[src/rtl/cereal_rx.sv]
// rtl/cereal_rx.sv - 8N1 serial receiver; define CEREAL_RX_PARITY_EN for 8E1 with parity checking
module cereal_rx #(
    parameter int CLKS_PER_BIT = 10416
) (
    input  logic       sysclk,
    input  logic       reset,
    input  logic       serialIn,
    output logic [7:0] data,
    output logic       valid,
    output logic       frame_err,
    output logic       parity_err,
    output logic       busy
);

    localparam int TW = $clog2(CLKS_PER_BIT);
    localparam logic [TW-1:0] HALF_M1 = TW'(CLKS_PER_BIT / 2 - 1);
    localparam logic [TW-1:0] FULL_M1 = TW'(CLKS_PER_BIT - 1);

    localparam logic [2:0] IDLE      = 3'd0;
    localparam logic [2:0] START     = 3'd1;
    localparam logic [2:0] DATA      = 3'd2;
    localparam logic [2:0] STOP      = 3'd3;
    localparam logic [2:0] WAIT_HIGH = 3'd4;
`ifdef CEREAL_RX_PARITY_EN
    localparam logic [2:0] PARITY    = 3'd5;
`endif

    logic [2:0]    state;
    logic          sync1;
    logic          rx_s;
    logic [TW-1:0] tick_cnt;
    logic [2:0]    bit_idx;
    logic [7:0]    sh;
    logic          par_bad;

`ifndef CEREAL_RX_PARITY_EN
    assign par_bad    = 1'b0;
    assign parity_err = 1'b0;
`endif

    always_ff @(posedge sysclk) begin
        if (reset) begin
            sync1     <= 1'b1;
            rx_s      <= 1'b1;
            state     <= IDLE;
            tick_cnt  <= '0;
            bit_idx   <= '0;
            sh        <= '0;
            data      <= 8'h00;
            valid     <= 1'b0;
            frame_err <= 1'b0;
            busy      <= 1'b0;
`ifdef CEREAL_RX_PARITY_EN
            par_bad    <= 1'b0;
            parity_err <= 1'b0;
`endif
        end else begin
            sync1     <= serialIn;
            rx_s      <= sync1;
            valid     <= 1'b0;
            frame_err <= 1'b0;
`ifdef CEREAL_RX_PARITY_EN
            parity_err <= 1'b0;
`endif
            case (state)
                IDLE: begin
                    if (!rx_s) begin
                        tick_cnt <= '0;
                        state    <= START;
                        busy     <= 1'b1;
                    end
                end
                START: begin
                    // Re-check mid start bit so short low glitches are dropped
                    if (tick_cnt == HALF_M1) begin
                        tick_cnt <= '0;
                        bit_idx  <= '0;
                        if (!rx_s) begin
                            state <= DATA;
                        end else begin
                            state <= IDLE;
                            busy  <= 1'b0;
                        end
                    end else begin
                        tick_cnt <= tick_cnt + TW'(1);
                    end
                end
                DATA: begin
                    if (tick_cnt == FULL_M1) begin
                        tick_cnt <= '0;
                        sh       <= {rx_s, sh[7:1]};
                        bit_idx  <= bit_idx + 3'd1;
                        if (bit_idx == 3'd7) begin
`ifdef CEREAL_RX_PARITY_EN
                            state <= PARITY;
`else
                            state <= STOP;
`endif
                        end
                    end else begin
                        tick_cnt <= tick_cnt + TW'(1);
                    end
                end
`ifdef CEREAL_RX_PARITY_EN
                PARITY: begin
                    if (tick_cnt == FULL_M1) begin
                        tick_cnt <= '0;
                        par_bad  <= (rx_s != (^sh));
                        state    <= STOP;
                    end else begin
                        tick_cnt <= tick_cnt + TW'(1);
                    end
                end
`endif
                STOP: begin
                    if (tick_cnt == FULL_M1) begin
                        tick_cnt <= '0;
                        if (rx_s) begin
                            state <= IDLE;
                            busy  <= 1'b0;
                            if (par_bad) begin
`ifdef CEREAL_RX_PARITY_EN
                                parity_err <= 1'b1;
`endif
                            end else begin
                                data  <= sh;
                                valid <= 1'b1;
                            end
                        end else begin
                            // Low stop bit: wait for the line to recover before hunting again
                            frame_err <= 1'b1;
                            state     <= WAIT_HIGH;
                        end
                    end else begin
                        tick_cnt <= tick_cnt + TW'(1);
                    end
                end
                WAIT_HIGH: begin
                    if (rx_s) begin
                        state <= IDLE;
                        busy  <= 1'b0;
                    end
                end
                default: begin
                    state <= IDLE;
                    busy  <= 1'b0;
                end
            endcase
        end
    end

endmodule

[config.mk]
export PLATFORM = sky130hd
export DESIGN_NAME = cereal_rx
export DESIGN_NICKNAME = d
export VERILOG_FILES = /design/src/rtl/cereal_rx.sv
export SDC_FILE = /design/constraint.sdc
export NUM_CORES = 1
export LEC_CHECK = 0
export CAP_MARGIN = 20
export CORE_AREA = 2 2 62 64
export DETAILED_ROUTE_END_ITERATION = 16
export DIE_AREA = 0 0 64 66
export PLACE_DENSITY_LB_ADDON = 0.08
export RECOVER_POWER = 50
export SYNTH_ARGS = -nofsm -noshare
export SYNTH_HDL_FRONTEND = slang
export SYNTH_SLANG_ARGS = --single-unit
export TNS_END_PERCENT = 10
[constraint.sdc]
create_clock -name sysclk -period 4.8 [get_ports sysclk]
set_input_delay 0.72 -clock sysclk [delete_from_list [all_inputs] [get_ports sysclk]]
set_output_delay 0.72 -clock sysclk [all_outputs]
set_load 0.005 [all_outputs]
==> out/qor.yml <==
r2r_setup_slack_ns: 2.08
fin_skew_ns: 0.0104
switching_share_pct: 21.3
tns_ns: 0
cts_tree: "built"
synth_seq_area_share_pct: 43.3
yosysMostFrequentCell: "dfxtp_1"
cap_violations: 0
synth_top_area_share_pct: 43.3
synth_edf_count: 0
worst_hold_slack_ns: 0.430
syn-num-nets: 228
final-max-slew-violation-count: 0
power.net_switching_mw: 0.113
grtUsageTotal_pct: 20.6
drt-total-wl_mm: 3.79
sequential_cell_area_um2: 821
p_leak_nw: 0.705
clockPowerShare_pct: 31.7
cts-buffers-inserted: 5
io_pins: 15
multiInputGateArea_um2: 987
grt_max_degree: 31
ctsResizeCount: 0
finalSetupViolCount: 0
rsz0062_at_grt: "false"
wl_per_cell_um: 13.5
comb_power_share_pct: 3.4
relSlewSlack_pct: 20.5
clock_latency_ns: 0.33
clock-sinks: 41
dpl_cell_area_um2: 2040
worstMarginPinSlew_ns: 1.19
power_density_nw_per_um2: 256
first_iter_violations: 74
areaGrowthSynthToFinish_pct: 9.50
synth_cells: 222
rows: 22
die_y_um: 66
remaining_drc_errors: 0
vias: 1584
antenna_cells: 0
ys_top_cells_by_count: "dfxtp_1, nand2_1, nor2_1, a21oi_1, nand3_1"
grt_pass1_wl_mm: 6.77
drt_pass1_iterations: 4
grt_overflow: 0
postCtsSetupBuffers: 0
dp_hpwl_mm: 2.76
outcome: "completed"
syn_area_um2: 1900
htree_levels: 2
synth-async-reset-ratio_pct: 0
layout_setup_ws_ns: 1.77
clockRootBuffer: "clkbuf_4"
numPortBuffers: 13
worstSetupPathType: "primary input to flop"
nets: 239
gp_congestion: 0.920
viasPerCell: 5.64
critical_path.startpoint_type: "primary input"
synth-seq-cells: 41
clock_path_buffers: 2
ys.flop_type: "dfxtp_1"
hold_violations: 0
synth_area_leaders: "dfxtp_1, nand2_1, mux2i_1, nor2_1, a21oi_1"
arrival_ns: 3.30
clkTransAtPathRegs_ns: 0.11
synth_cell_types: 45
antenna_found_initial: 0
seq_power_share_pct: 64.9
design_area_um2: 2080
die_x_um: 64
start_util_pct: 53.4
required_ns: 5.07
hold_class: "flop to flop"
grt_pass1_vias: 1535
avgSynthCellArea_um2: 8.54
endpoint_kind: "flop"
core_um2: 3550
ctsHoldBuffers: 0
yosys_warnings: 0
synth_top_area_cell: "dfxtp_1"
vdd_drop_max_mv: 0.191
path_max_fanout: 30
clock.fmax_mhz: 330
dp_worst_setup_slack_ns: 1.99
fin_crit_sh_pct: 63.2
die_area_um2: 4220
drtAntennaViolNets: 0
fin_crit_ns: 3.03
drive_above_1_share_pct: 6.87
intPower_mw: 0.418
n_fill_cell: 331
-- sequential cells by signal (all words and copies together), names as in the netlist --
signal / flops
data: 8
sync1: 1
tick_cnt: 14
busy: 1
sh: 8
state: 3
rx_s: 1
valid: 1
frame_err: 1
bit_idx: 3
-- metal layers --
layer / up-vias / GRT usage, % / wire length, um
met5: - / 0 / 0
met1: 738 / 23.6 / 1650
met3: 6 / 5.28 / 138
met2: 41 / 35.8 / 1940
met4: 0 / 9.51 / 60
li1: 799 / - / -
-- cells by family (layout without fill, tap and decap cells) --
kind of cell               count (synthesis)  count (layout)  share of synthesized area (%)
and+or+nand+nor                          104             104                           28.6
AOI/OAI and AO/OA                         44              44                           14.8
DFF                                       41              41                           43.3
buffers and inverters                     14              25                           3.63
muxes                                      9               9                           4.75
xor gates and xnor gates                   6               6                           2.77
adders and majority gates                  3               3                           1.98
other                                      1               1                          0.198
-- critical path, stage by stage --
cell	delay (ns)
dlygate4sd3_1	0.53
clkbuf_1	0.47
nor2_1	0.41
inv_1	0.14
o22ai_1	0.65
o21ai_0	0.19
a31oi_1	0.20
-- power groups by stage --
stage               combinational [mW]  sequential, mW  clock [mW]
global placement                0.0187           0.352           0
finish                          0.0180           0.345       0.168
floorplan                       0.0146           0.351           0
global route                    0.0203           0.345       0.192
detailed placement              0.0190           0.352           0
CTS                             0.0191           0.345       0.177
-- layout by cell type, fill, tap and decap left out, types with 2 or more instances in the layout --
cell / Yosys / routed
dfxtp_1: 41 / 41
nand2_1: 28 / 28
nor2_1: 23 / 23
a21oi_1: 17 / 17
nand3_1: 15 / 15
dlygate4sd3_1: 0 / 12
o21ai_0: 8 / 10
mux2i_1: 9 / 9
nor3_1: 7 / 7
a31oi_1: 5 / 5
clkbuf_4: 0 / 5
or2_2: 4 / 4
nand2b_1: 4 / 4
nor2b_1: 4 / 4
xnor2_1: 4 / 4
inv_1: 3 / 3
nand4_1: 3 / 3
a22oi_1: 3 / 3
ha_1: 3 / 3
or3b_2: 2 / 2
nand3b_1: 2 / 2
o22ai_1: 2 / 2
and3_1: 2 / 2
xor2_1: 2 / 2
clkbuf_1: 7 / 2
-- per-stage QoR --
step / instances / utilization (%) / power [mW]
6_report: 281 / 58.5 / 0.531
5_1_grt: 281 / 58.5 / 0.557
4_1_cts: 281 / 59.1 / 0.541
3_5_place_dp: 274 / 57.5 / 0.371
3_3_place_gp: 274 / 57.5 / 0.371
2_1_floorplan: 222 / - / 0.365
-- layout make-up --
class	instances	area share, %
clock buffers	7	2.65
inverters	3	0.542
flip-flops and latches	41	39.5
multi-input cells	167	47.6
repair buffers	15	6.81
well taps	48	2.89
-- final timing paths --
check,startpoint,cells past startpoint,endpoint
worst min register to register,sync1$_SDFF_PP1_,1,rx_s$_SDFF_PP1_
worst max-delay path,reset,7,tick_cnt[6]$_SDFFE_PP0P_
worst max register to register,tick_cnt[0]$_SDFFE_PP0P_,6,data[5]$_SDFFE_PP0P_
worst min-delay path,sync1$_SDFF_PP1_,1,rx_s$_SDFF_PP1_
No activity file was read; power rests on OpenSTA's default activity.
